`src/rtl/if_id_pkg.sv`:
```
// if_id_pkg: shared constants, field positions and small helpers for the
// IF/ID pipeline boundary.
package if_id_pkg;

    // ---------------------------------------------------------------
    // Opcode constants
    // ---------------------------------------------------------------
    localparam logic [5:0] OP_J   = 6'b000010;
    localparam logic [5:0] OP_JAL = 6'b000011;

    // ---------------------------------------------------------------
    // Fill values
    // ---------------------------------------------------------------
    localparam logic [31:0] NOP_INSTR = 32'h0;

    // ---------------------------------------------------------------
    // Instruction field slices
    // ---------------------------------------------------------------
    localparam int unsigned OPCODE_HI = 31;
    localparam int unsigned OPCODE_LO = 26;
    localparam int unsigned RS_HI     = 25;
    localparam int unsigned RS_LO     = 21;
    localparam int unsigned RT_HI     = 20;
    localparam int unsigned RT_LO     = 16;

    // ---------------------------------------------------------------
    // What the IF/ID boundary does on the coming clock edge
    // ---------------------------------------------------------------
    typedef enum logic [1:0] {
        EDGE_NORMAL   = 2'd0,
        EDGE_STALL    = 2'd1,
        EDGE_REDIRECT = 2'd2
    } edge_kind_e;

    // True for the unconditional jump opcodes decoded in ID.
    function automatic logic is_jump_op(input logic [5:0] opcode);
        return (opcode == OP_J) || (opcode == OP_JAL);
    endfunction

endpackage

```
`src/rtl/if_id_stage_hazard_detect.sv`:
```
// hazard_detect: load-use hazard detection for the instruction held in ID.
// Purely combinational; a taken branch overrides the stall because the
// instruction in ID is about to be squashed anyway.
module hazard_detect
    import if_id_pkg::*;
#(
    parameter int unsigned DW = 32
)
(
    input  logic [DW-1:0] instr_id,
    input  logic          valid_id,
    input  logic          id_ex_mem_read,
    input  logic [4:0]    id_ex_rt,
    input  logic          branch_taken,
    output logic          hazard,
    output logic          stall
);

    logic [4:0] rs_field;
    logic [4:0] rt_field;
    logic       unused_fields;

    assign rs_field = instr_id[RS_HI:RS_LO];
    assign rt_field = instr_id[RT_HI:RT_LO];

    // Opcode and immediate bits take no part in the register comparison.
    assign unused_fields = ^{instr_id[DW-1:RS_HI+1], instr_id[RT_LO-1:0]};

    // Compare the load destination against both source fields; J/JAL are
    // compared too since their target bits are not decoded here.
    always_comb begin
        hazard = 1'b0;
        if (valid_id && id_ex_mem_read && (id_ex_rt != 5'd0)) begin
            hazard = (id_ex_rt == rs_field) || (id_ex_rt == rt_field);
        end
        stall = hazard & ~branch_taken;
    end

endmodule

```
`src/rtl/if_id_stage.sv`:
```
// if_id_stage: IF/ID boundary behind a synchronous-BRAM instruction fetch.
// Tags the BRAM word with its PC, holds the IF/ID register, keeps a skid
// copy of the in-flight word across load-use stalls, resolves J/JAL in ID
// and squashes wrong-path fetches on any redirect.
module if_id_stage
    import if_id_pkg::*;
#(
    parameter int unsigned AW = 10,
    parameter int unsigned DW = 32
)
(
    input  logic          clock,
    input  logic          reset,
    input  logic [DW-1:0] instruc,
    input  logic [AW-1:0] PC_current,
    input  logic          branch_taken,
    input  logic          id_ex_mem_read,
    input  logic [4:0]    id_ex_rt,
    output logic          PC_write,
    output logic          jump_sel,
    output logic [AW-1:0] jump_address,
    output logic [DW-1:0] instr_id,
    output logic [AW-1:0] pc_plus1_id,
    output logic          valid_id,
    output logic          bubble
);

    localparam logic [AW-1:0] PC_ONE = AW'(1);

    // Fetch alignment: PC sampled alongside the BRAM address.
    logic          f_valid_q,    f_valid_d;
    logic [AW-1:0] pc_f_q,       pc_f_d;

    // Skid copy of the BRAM word that was in flight when a stall began.
    logic          skid_valid_q, skid_valid_d;
    logic [DW-1:0] skid_instr_q, skid_instr_d;
    logic [AW-1:0] skid_pc_q,    skid_pc_d;
    logic          skid_fv_q,    skid_fv_d;

    // IF/ID pipeline register.
    logic [DW-1:0] ifid_instr_q, ifid_instr_d;
    logic [AW-1:0] ifid_pc_q,    ifid_pc_d;
    logic          ifid_valid_q, ifid_valid_d;

    logic          hazard;
    logic          stall;
    logic          is_jump;
    edge_kind_e    edge_kind;

    hazard_detect #(
        .DW (DW)
    ) u_hazard_detect (
        .instr_id       (ifid_instr_q),
        .valid_id       (ifid_valid_q),
        .id_ex_mem_read (id_ex_mem_read),
        .id_ex_rt       (id_ex_rt),
        .branch_taken   (branch_taken),
        .hazard         (hazard),
        .stall          (stall)
    );

    // ID-stage decode and control outputs back to fetch and ID/EX.
    always_comb begin
        is_jump      = ifid_valid_q && is_jump_op(ifid_instr_q[OPCODE_HI:OPCODE_LO]);
        jump_sel     = is_jump & ~stall & ~branch_taken;
        jump_address = ifid_instr_q[AW-1:0];
        PC_write     = ~stall;
        bubble       = ~ifid_valid_q | hazard | branch_taken;
        instr_id     = ifid_instr_q;
        valid_id     = ifid_valid_q;
        pc_plus1_id  = ifid_pc_q + PC_ONE;
    end

    // Classify the coming edge: redirect beats stall beats normal advance.
    always_comb begin
        edge_kind = EDGE_NORMAL;
        if (branch_taken || jump_sel) begin
            edge_kind = EDGE_REDIRECT;
        end else if (stall) begin
            edge_kind = EDGE_STALL;
        end
    end

    // Next-state for fetch tag, skid and IF/ID registers.
    always_comb begin
        pc_f_d       = PC_current;
        f_valid_d    = f_valid_q;
        skid_valid_d = skid_valid_q;
        skid_instr_d = skid_instr_q;
        skid_pc_d    = skid_pc_q;
        skid_fv_d    = skid_fv_q;
        ifid_instr_d = ifid_instr_q;
        ifid_pc_d    = ifid_pc_q;
        ifid_valid_d = ifid_valid_q;

        case (edge_kind)
            EDGE_REDIRECT: begin
                // The word in flight and anything parked in the skid are
                // wrong-path; the word in ID is either squashed (branch) or
                // leaves for EX unbubbled (jump).
                f_valid_d    = 1'b0;
                skid_valid_d = 1'b0;
                ifid_valid_d = 1'b0;
                ifid_instr_d = NOP_INSTR[DW-1:0];
            end
            EDGE_STALL: begin
                // The PC register holds, so the BRAM will re-read the next
                // address; the word currently on douta would be lost unless
                // captured now. Only the first stall cycle sees that word.
                if (!skid_valid_q) begin
                    skid_instr_d = instruc;
                    skid_pc_d    = pc_f_q;
                    skid_fv_d    = f_valid_q;
                    skid_valid_d = 1'b1;
                end
            end
            default: begin
                f_valid_d = 1'b1;
                if (skid_valid_q) begin
                    ifid_instr_d = skid_instr_q;
                    ifid_pc_d    = skid_pc_q;
                    ifid_valid_d = skid_fv_q;
                    skid_valid_d = 1'b0;
                end else begin
                    ifid_instr_d = instruc;
                    ifid_pc_d    = pc_f_q;
                    ifid_valid_d = f_valid_q;
                end
            end
        endcase
    end

    // State registers; reset clears every stage including the skid.
    always_ff @(posedge clock or posedge reset) begin
        if (reset) begin
            f_valid_q    <= 1'b0;
            pc_f_q       <= '0;
            skid_valid_q <= 1'b0;
            skid_instr_q <= '0;
            skid_pc_q    <= '0;
            skid_fv_q    <= 1'b0;
            ifid_instr_q <= '0;
            ifid_pc_q    <= '0;
            ifid_valid_q <= 1'b0;
        end else begin
            f_valid_q    <= f_valid_d;
            pc_f_q       <= pc_f_d;
            skid_valid_q <= skid_valid_d;
            skid_instr_q <= skid_instr_d;
            skid_pc_q    <= skid_pc_d;
            skid_fv_q    <= skid_fv_d;
            ifid_instr_q <= ifid_instr_d;
            ifid_pc_q    <= ifid_pc_d;
            ifid_valid_q <= ifid_valid_d;
        end
    end

endmodule

```
`config.mk`:
```
export PLATFORM = sky130hd
export DESIGN_NAME = if_id_stage
export DESIGN_NICKNAME = d
export VERILOG_FILES = /design/src/rtl/if_id_pkg.sv /design/src/rtl/if_id_stage_hazard_detect.sv /design/src/rtl/if_id_stage.sv
export SDC_FILE = /design/constraint.sdc
export NUM_CORES = 1
export LEC_CHECK = 0
export CORE_AREA = 2 2 104 106
export DETAILED_ROUTE_END_ITERATION = 7
export DIE_AREA = 0 0 106 108
export HOLD_SLACK_MARGIN = 0.03
export PLACE_DENSITY_LB_ADDON = 0.2
export SLEW_MARGIN = 20
export SYNTH_ARGS = -nofsm -noshare
export SYNTH_HDL_FRONTEND = slang
export SYNTH_SLANG_ARGS = --single-unit
```
`constraint.sdc`:
```
create_clock -name clock -period 3.7 [get_ports clock]
set_clock_uncertainty 0.2 [all_clocks]
set_input_delay 0.555 -clock clock [delete_from_list [all_inputs] [get_ports clock]]
set_output_delay 0.555 -clock clock [all_outputs]
set_load 0.1 [all_outputs]
```
After elaboration in Yosys (flattened, before gate mapping) --
Cells that the tools add are included.
Cells by class: equality and inequality tests 6, add/subtract/negate cells 1, bitwise operators 8, reductions and logical operators 8, mux-type cells 10
Operators by type and width (number):
- one-hot mux 32 bit (2 select lines) | 1
- two-way mux 32 bit | 1
- equality test 6 x 2 -> 1 bit, second input constant | 2
- adder 10 x 1 -> 10 bit, second input constant | 1
- equality test 5 bit | 2
- two-way mux 10 bit | 1
- nonzero test 5 bit | 1
- two-way mux 1 bit | 4
- one-hot mux 1 bit (2 select lines) | 2
- bitwise AND 1 bit | 3
- logical AND 1 bit | 3
- logical OR 1 bit | 3
- NOT 1 bit | 3
- equality test 2 x 1 -> 1 bit, second input constant | 1
- equality test 2 bit, second input constant | 1
- two-way mux 2 bit | 1
- bitwise OR 1 bit | 2
- OR reduction 2 bit | 1
Word-level totals: input port bits 51, bits in registers 98

Longest topological paths before layout --
word-level depth 11, depth in mapped cells 8, depth with buffers taken out 6

Cells and area by module --
A second synthesis with hierarchy kept.
Second synthesis, totals: cells, all modules 404, area total of the unflattened synthesis 4670.7 sq um
By module, submodules not included:
- if_id_stage | sequential area each 2452.4 sq um, times used 1, area an instance 4520.6 sq um, cells an instance 384
- hazard_detect | sequential area each 0.0 sq um, times used 1, area an instance 150.1 sq um, cells an instance 20

Worst setup path after synthesis --
No wires, ideal clock.
path kind reg2out, from reg ifid_instr_q[17], in the netlist instr_id[17], to out jump_sel, data required time 2945 ps, arrival time 3924 ps, cell stages (with the launch flop) 8, buffers on the path 2, path slack -979 ps, path through dfrtp_1 > xnor2_1 > nand3_1 > o22ai_1 > and2_0 > clkbuf_1 > clkbuf_1 > nor3_1
Between the ends: longest elaborated chain between the ends 7
Ends and longest elaborated chain:
- start: declaration | line if_id_stage.sv:41 | logic [DW-1:0] ifid_instr_q, ifid_instr_d;
- start signal: assignment | line if_id_stage.sv:152 | ifid_instr_q <= ifid_instr_d;
- equality test 5 bit | line if_id_stage_hazard_detect.sv:34 | hazard = (id_ex_rt == rs_field) || (id_ex_rt == rt_field);
- logical OR 1 bit | line if_id_stage_hazard_detect.sv:34
- two-way mux 1 bit | line if_id_stage_hazard_detect.sv:33 | if (valid_id && id_ex_mem_read && (id_ex_rt != 5'd0)) begin
- bitwise AND 1 bit | line if_id_stage_hazard_detect.sv:36 | stall = hazard & ~branch_taken;
- NOT 1 bit | line if_id_stage.sv:65 | jump_sel = is_jump & ~stall & ~branch_taken;
- bitwise AND 1 bit (2 in series) | line if_id_stage.sv:65
- end: declaration | line if_id_stage.sv:20 | output logic jump_sel,
No other way between the ends.

Worst setup path after layout --
from in id_ex_rt[4], to out jump_sel
Between the ends: longest elaborated chain between the ends 7
Ends and longest elaborated chain:
- start: declaration | line if_id_stage.sv:18 | input logic [4:0] id_ex_rt,
- equality test 5 bit / nonzero test 5 bit (equally long branches) | line if_id_stage_hazard_detect.sv:34, if_id_stage_hazard_detect.sv:33
- logical OR 1 bit / logical AND 1 bit (equally long branches) | line if_id_stage_hazard_detect.sv:34, if_id_stage_hazard_detect.sv:33
- two-way mux 1 bit (*) | line if_id_stage_hazard_detect.sv:33
- bitwise AND 1 bit (*) | line if_id_stage_hazard_detect.sv:36
- NOT 1 bit (*) | line if_id_stage.sv:65
- bitwise AND 1 bit (*) (2 in series) | line if_id_stage.sv:65
Mark *: on every way between the ends. The rest lies on a longest branch, timed or not.

==> flow_metrics.tcl <==
set metrics [dict create \
    outcome "complete, no violations" \
    ios 107 \
    worst_slack_ps 401 \
    antenna_found_initial 0 \
    hold_end "skid_pc_q[5]" \
    crit_arrival_ps 2540 \
    grt_max_degree 49 \
    wl_per_cell_um 17.5 \
    clock_latency_ps 370 \
    placed_cells 594 \
    synth_most_common_cell "dfrtp_1" \
    max-cap-violations 0 \
    synth_flop_cell "dfrtp_1" \
    clock-root-buffer "clkbuf_8" \
    synthCells 382 \
    seq_area_um2 2450 \
    worstPathRequired_ps 2940 \
    drive_gt1_frac 0.291 \
    rows 37 \
    min_period_ps 3300 \
    holdPathStages 1 \
    synth-edff-count 0 \
    clk_pin_slew_ps 90 \
    ctsLongestPathBuffers 2 \
    dieArea_um2 11400 \
    ys_types 34 \
    regToRegSetupSlack_ps 1020 \
    drtPass1Iterations 4 \
    setup_tns_ps 0 \
    cts_sinks 98 \
    r2r_start "valid_id" \
    cts_buffers 9 \
    synth_area_um2 4750 \
    cts_resized 0 \
    antenna_cells 0 \
    synth.top_cell.area_share 0.517 \
    viasPerCell 5.35 \
    synth_top_area_cell "dfrtp_1" \
    drt_wl_total_um 10700 \
    tritoncts "done" \
    antenna_left 0 \
    holdCritPathClass "flop to flop" \
    worst_setup_path_end_kind "output pin" \
    worst-setup-path-type "input port to output pin" \
    leakagePower_uw 0.00255 \
    cts_setup_buffers 0 \
    fillers 863 \
    r2r-end "skid_instr_q[28]" \
    slew_headroom 0.289 \
    ys_async_sr_fraction 1.00 \
    start_util 0.464 \
    num_vias 3264 \
    grt_usage 0.198 \
    instances_no_fill 610 \
    place_congestion 0.767 \
    hold_buffers 0 \
    htree_levels 3 \
    grt_pass1_vias 3390 \
    synth_sequential_area_ratio 0.517 \
    yosysWarnings 0 \
    netlist_top_cells_count "98 x dfrtp_1, 55 x mux2_2, 39 x mux2_4" \
    dp_hpwl_um 6900 \
    place_ws_ps 297 \
    worst_pin_slew_ps 1070 \
    post-route-period-util 0.892 \
    die_height_um 108 \
    ys_ff_latch 98 \
    powerDensity_nw_per_um2 443 \
    syn_to_final_growth_pct 27.4 \
    synthTopCellsByArea "dfrtp_1 52%, mux2_2 13%, mux2_4 12%" \
    die_x_um 106 \
    setup_viol_count_final 0 \
    totalPowerFinal_uw 2680 \
    finalMaxSlewViolations 0 \
    crit_fanout 36 \
    multi_input_area_um2 2080 \
    rsz0062_at_grt "no" \
    fin_nets 521 \
    fmax_mhz 303 \
    hp-start "skid_pc_q[5]" \
    drt_iter0_drc 105 \
    synth.avg_cell_area_um2 12.4 \
    syn-num-nets 434 \
    ff2ff_path_depth 5 \
    finish.utilization 0.591 \
    overflow 0 \
    core_um2 10200 \
    report.final.hold_viol_count 0 \
    grt_pass1_wl_um 17600 \
    critPathLaunchType "input port" \
    drc_errors 0 \
    io_buffer_count 106 \
    vdd_drop_max_mv 0.303 \
]
## how the worst max path moves through the flow
stage                             from                to  cells past startpoint
after floorplan           instr_id[17]          jump_sel                      7
after global placement     id_ex_rt[1]  skid_instr_q[30]                      7
after detailed placement   id_ex_rt[0]  skid_instr_q[30]                      7
after CTS                  id_ex_rt[4]          jump_sel                      8
after global routing       id_ex_rt[4]            bubble                      8
final                      id_ex_rt[4]          jump_sel                      8
## sequential cells by signal (all words and copies together), names as in the netlist
signal        count
f_valid_q         1
ifid_pc_q        10
instr_id         32
pc_f_q           10
skid_fv_q         1
skid_instr_q     32
skid_pc_q        10
skid_valid_q      1
valid_id          1
## logic make-up after synthesis
group	synth area share
flops	0.517
mux	0.258
simple gates	0.0978
buf+inv	0.0498
compound gates	0.0417
xor+xnor	0.0332
fa+ha+maj	0.00264
## placed cells by master (no fill, tap or decap), types with 2 or more instances in the layout
cell type,synthesis,routed
dfrtp_1,98,97
clkdlybuf4s50_1,0,94
mux2_2,55,55
mux2_4,39,39
nand2_1,38,38
nand4_1,32,32
o21ai_0,32,32
buf_4,11,17
xnor2_1,15,15
clkbuf_8,0,9
nand3_1,8,8
xor2_1,3,3
buf_12,0,3
and2_1,1,2
nor2_1,2,2
mux2i_1,2,2
clkinv_4,0,2
clkinvlp_4,0,2
## per-stage QoR
step,instance area (um^2),hold WS [ps]
floorplan,4760,275
global placement,5850,284
detailed placement,5850,287
CTS,6050,316
global route,6050,332
finish,6050,312
## worst max-delay path, stage by stage
cell and delay (ps):
clkdlybuf4s50_1 540, xnor2_1 150, nand3_1 140, o22ai_4 240, buf_4 420, and2_1 260
nor3_4 60, buf_12 170
## routing by layer
| metal | track usage | wire length [um] | vias to the layer above |
|---|---|---|---|
| li1 | - | - | 1514 |
| met5 | 0 | 0 | - |
| met4 | 0.0470 | 104 | 0 |
| met1 | 0.272 | 5050 | 1658 |
| met3 | 0.0530 | 527 | 10 |
| met2 | 0.316 | 5020 | 82 |
## power by group
| part | internal (uW) | leakage (uW) | switching (uW) | total [uW] |
|---|---|---|---|---|
| clock network | 314 | 0.0000925 | 379 | 693 |
| logic | 259 | 0.00119 | 484 | 743 |
| registers | 1170 | 0.00127 | 71.8 | 1240 |
| total | 1740 | 0.00255 | 935 | 2680 |
## layout make-up
cell class	instances	area share
repair buffers	114	0.187
multi-input cells	242	0.344
flip-flops and latches	98	0.406
clock inverters	6	0.0112
clock buffers	10	0.0211
well taps	136	0.0281
inverters	4	0.00290
Power figures use the tool's default switching activity.
==> edit 1: new RTL, same flow settings <==
Reset style: synchronous (`reset`), changed in one clocked block.
--- a/src/rtl/if_id_stage.sv
+++ b/src/rtl/if_id_stage.sv
@@ -132,5 +132,5 @@
 
     // State registers; reset clears every stage including the skid.
-    always_ff @(posedge clock or posedge reset) begin
+    always_ff @(posedge clock) begin
         if (reset) begin
             f_valid_q    <= 1'b0;
Check against the original RTL: differs if reset is asserted again (counterexample within 4 cycles, from zero or initial values and one cycle with reset high); with reset held inactive, the same outputs for 10 cycles.
==> edit 1 against the original RTL <==
- synthesized cell count rose by 17%
- routed wire length down 11%
- design area is 7.4% lower
- sequential cell count unchanged
- count of clock-buffer cells in the layout is 1 lower
- total power shrank 19%
- synthesized area fell by 7.6%
- die area stayed put
- worst setup slack better by 0.19 ns
- first-iteration DRC count is 18% lower
- maximum frequency grew 6.0%
- register-to-register slack improved by 0.38 ns
- clock power shrank 4.8%
- via count is 0.34% higher
- largest cell class is now multi-input combinational cells
==> edit 1: results <==
{
  "final_cells": 671,
  "grt_pass1_wl_mm": 15.69,
  "dpl.cell_count": 655,
  "power_leakage_uw": 0.002217,
  "nNetsFinal": 582,
  "via_per_inst": 4.881,
  "yosysSeqAreaShare": 0.4474,
  "place_area_sq_um": 5416,
  "route.met3.wl_microns": 496,
  "async_flop_share": 0,
  "syn-num-nets": 500,
  "syn_avg_cell_area_sq_um": 9.789,
  "wire_per_inst_microns": 14.12,
  "synth_top_cells_by_area": "dfxtp_1 45%, mux2i_1 27%, nor2_1 9.8%",
  "crit_slowest_cell": "or4_1",
  "cts_resized": 0,
  "p_switching_uw": 707.5,
  "dp_hpwl_mm": 6.227,
  "clk_pin_slew_ns": 0.10,
  "grt_max_degree": 64,
  "post_synth_num_cell_types": 32,
  "crit_family": "simple AND/OR/NAND/NOR gates",
  "netlist_top_cells_count": "118 x mux2i_1, 114 x nor2_1, 98 x dfxtp_1",
  "grt_use_total": 0.1712,
  "ys_dominant_reg_cell": "dfxtp_1",
  "numCtsBuffers": 9,
  "wl_met2_mm": 4.149,
  "ir_drop_mv": 0.1996,
  "worstPathArrival_ns": 2.36,
  "status": "finished, final reports clean",
  "grt_pass1_vias": 3228,
  "drive_above_1_share": 0.08411,
  "dp_worst_setup_slack_ns": 0.5600,
  "drt_iter0_markers": 86,
  "maxUsedRoutingLayer": "met4",
  "wl_met1_mm": 4.721,
  "worst_slew_pin_slew_ns": 0.9744,
  "gp_congestion": 0.7622
}
## edit 1: layout make-up
class / instances / area, sq um
Fill cell: 964 / 4629
Multi-Input combinational cell: 306 / 2147
Sequential cell: 98 / 1963
Timing Repair Buffer: 113 / 1129
Tap cell: 136 / 170.2
Clock buffer: 9 / 123.9
Clock inverter: 7 / 61.31
Inverter: 2 / 7.507
## edit 1: power groups by stage
| stage | registers, uW | logic, uW | clock network [uW] |
|---|---|---|---|
| floorplan | 1230 | 187 | 0 |
| global placement | 1130 | 409 | 0 |
| detailed placement | 1130 | 412 | 0 |
| CTS | 1110 | 413 | 675 |
| global route | 1110 | 432 | 717 |
| finish | 1110 | 410 | 660 |
## edit 1: path summary, 6_finish.rpt
kind                             startpoint                        end  slack, ns  cells after the start
hold / removal         pc_f_q[9]$_SDFF_PP0_  skid_pc_q[9]$_SDFFE_PP0P_       0.30                      2
setup reg to reg  instr_id[21]$_SDFFE_PP0N_  ifid_pc_q[3]$_SDFFE_PP0N_       1.40                      7
setup / recovery                id_ex_rt[0]                   jump_sel       0.59                      6
hold reg to reg        pc_f_q[9]$_SDFF_PP0_  skid_pc_q[9]$_SDFFE_PP0P_       0.30                      2
## edit 1: kinds of logic (layout without fill, tap and decap cells)
group,Yosys count,count (layout),share of synthesized area
xor gates and xnor gates,18,18,0.03595
adders and majority gates,1,1,0.002853
and+or+nand+nor,145,145,0.1407
DFF,98,98,0.4474
muxes,118,118,0.2693
AOI/OAI and AO/OA,24,24,0.03823
buffers and inverters,44,131,0.06562
## edit 1: metal layers
layer  vias up  global-route usage
li1       1668                   -
met1      1520              0.2332
met2        80              0.2710
met3         7             0.03737
met4         0             0.05733
met5         -                   0
==> edit 2: new RTL, same settings <==
Without the edit above. Put a register stage on the output `jump_address`, with the module's reset. The value now appears one clock later. The other outputs are not delayed to match.
--- a/src/rtl/if_id_stage.sv
+++ b/src/rtl/if_id_stage.sv
@@ -27,4 +27,6 @@
 
     localparam logic [AW-1:0] PC_ONE = AW'(1);
+
+    logic [AW-1:0] jump_address_d;
 
     // Fetch alignment: PC sampled alongside the BRAM address.
@@ -64,5 +66,5 @@
         is_jump      = ifid_valid_q && is_jump_op(ifid_instr_q[OPCODE_HI:OPCODE_LO]);
         jump_sel     = is_jump & ~stall & ~branch_taken;
-        jump_address = ifid_instr_q[AW-1:0];
+        jump_address_d = ifid_instr_q[AW-1:0];
         PC_write     = ~stall;
         bubble       = ~ifid_valid_q | hazard | branch_taken;
@@ -156,4 +158,12 @@
     end
 
+    always_ff @(posedge clock or posedge reset) begin
+        if (reset) begin
+            jump_address <= '0;
+        end else begin
+            jump_address <= jump_address_d;
+        end
+    end
+
 endmodule
 
Check against the original RTL: not equivalent (a bounded check fails within 4 cycles, from zero or initial values and one cycle with reset high).
==> edit 2 against the original RTL <==
- maximum frequency is 1.7% higher
- largest power group unchanged
- non-clock buffer count is 3 higher
- total power is 3.6% higher
- register-to-register slack better by 0.13 ns
- worst setup slack better by 0.055 ns
- sequential share of layout area is 2.3 points higher
- design area is 4.4% higher
- highest routed layer unchanged
- synthesized area is 3.7% higher
- sequential cell count is 10 higher
- routed wire length hardly changed
==> edit 2: results <==
{
  "status": "finished, final reports clean",
  "clockNetworkAreaShare": 0.02794,
  "gp_congestion": 0.8150,
  "holdWs_ns": 0.2115,
  "whs_path_depth": 0,
  "met1_usage": 0.2489,
  "power_leakage_uw": 0.002700,
  "reg2reg_depth": 6,
  "netlist_top_cells_count": "108 x dfrtp_1, 55 x mux2_2, 39 x mux2_4",
  "clkbuf_count": 12,
  "grt_pass1_vias": 3408,
  "worst_slew_pin_slew_ns": 1.083,
  "seq_cell_count": 108,
  "nonClockBufferCount": 117,
  "worstPathArrival_ns": 2.49,
  "dp_hpwl_mm": 7.026,
  "ir_drop_mv": 0.2369,
  "p_switching_uw": 955.8,
  "syn_avg_cell_area_sq_um": 12.88,
  "drive_above_1_share": 0.2875,
  "reg2reg_from": "instr_id[20]$_DFFE_PP0N_",
  "dp_worst_setup_slack_ns": 0.4605,
  "fillers": 833,
  "r2r-end": "skid_instr_q[31]$_DFFE_PP0P_",
  "wl_met2_mm": 5.274,
  "cp-endpoint": "bubble",
  "multi_input_area_share": 0.3298,
  "synth_top_cells_by_area": "dfrtp_1 55%, mux2_2 13%, mux2_4 12%",
  "dpl.cell_count": 607,
  "nNetsFinal": 534,
  "via_per_inst": 5.260,
  "drt_iter0_markers": 168,
  "ctsHtreeMaxLevel": 3,
  "cts-root-buf": "clkbuf_8",
  "grt_max_degree": 58,
  "yosysSeqAreaShare": 0.5492,
  "place_area_sq_um": 6137,
  "buf_share": 0.1843,
  "grt_pass1_wl_mm": 17.42,
  "holdPathEnd": "jump_address[9]$_DFF_PP0_",
  "cp-startpoint": "id_ex_rt[1]",
  "hp-start": "instr_id[9]$_DFFE_PP0N_",
  "grt_use_total": 0.1951,
  "seqCellArea_sq_um": 2704,
  "r2r_slack_ns": 1.15,
  "route.final.wire_length_mm": 10.69,
  "grtUsageMet2": 0.3267,
  "holdCritPathClass": "flip-flop to flip-flop",
  "period_share": 0.8770
}
## edit 2: power by group through the flow
| stage | Combinational [uW] | Sequential, uW | Clock [uW] |
|---|---|---|---|
| 2_1_floorplan | 359 | 1560 | 0 |
| 3_3_place_gp | 742 | 1380 | 0 |
| 3_5_place_dp | 752 | 1380 | 0 |
| 4_1_cts | 754 | 1360 | 692 |
| 5_1_grt | 784 | 1370 | 736 |
| 6_report | 747 | 1360 | 668 |
## edit 2: cells by family after synthesis
logic type / count (synthesis) / synth area share
adders and majority gates: 1 / 0.002542
DFF: 108 / 0.5492
AOI/OAI and AO/OA: 37 / 0.04017
xor gates and xnor gates: 18 / 0.03204
and+or+nand+nor: 90 / 0.09434
buffers and inverters: 32 / 0.03280
muxes: 96 / 0.2489
## edit 2: worst max-delay path, stage by stage
cell and delay (ns):
clkdlybuf4s50_1 0.47, or3_1 0.39, o311a_1 0.37, buf_4 0.22, nand2_1 0.10, nand3_1 0.15
buf_12 0.23
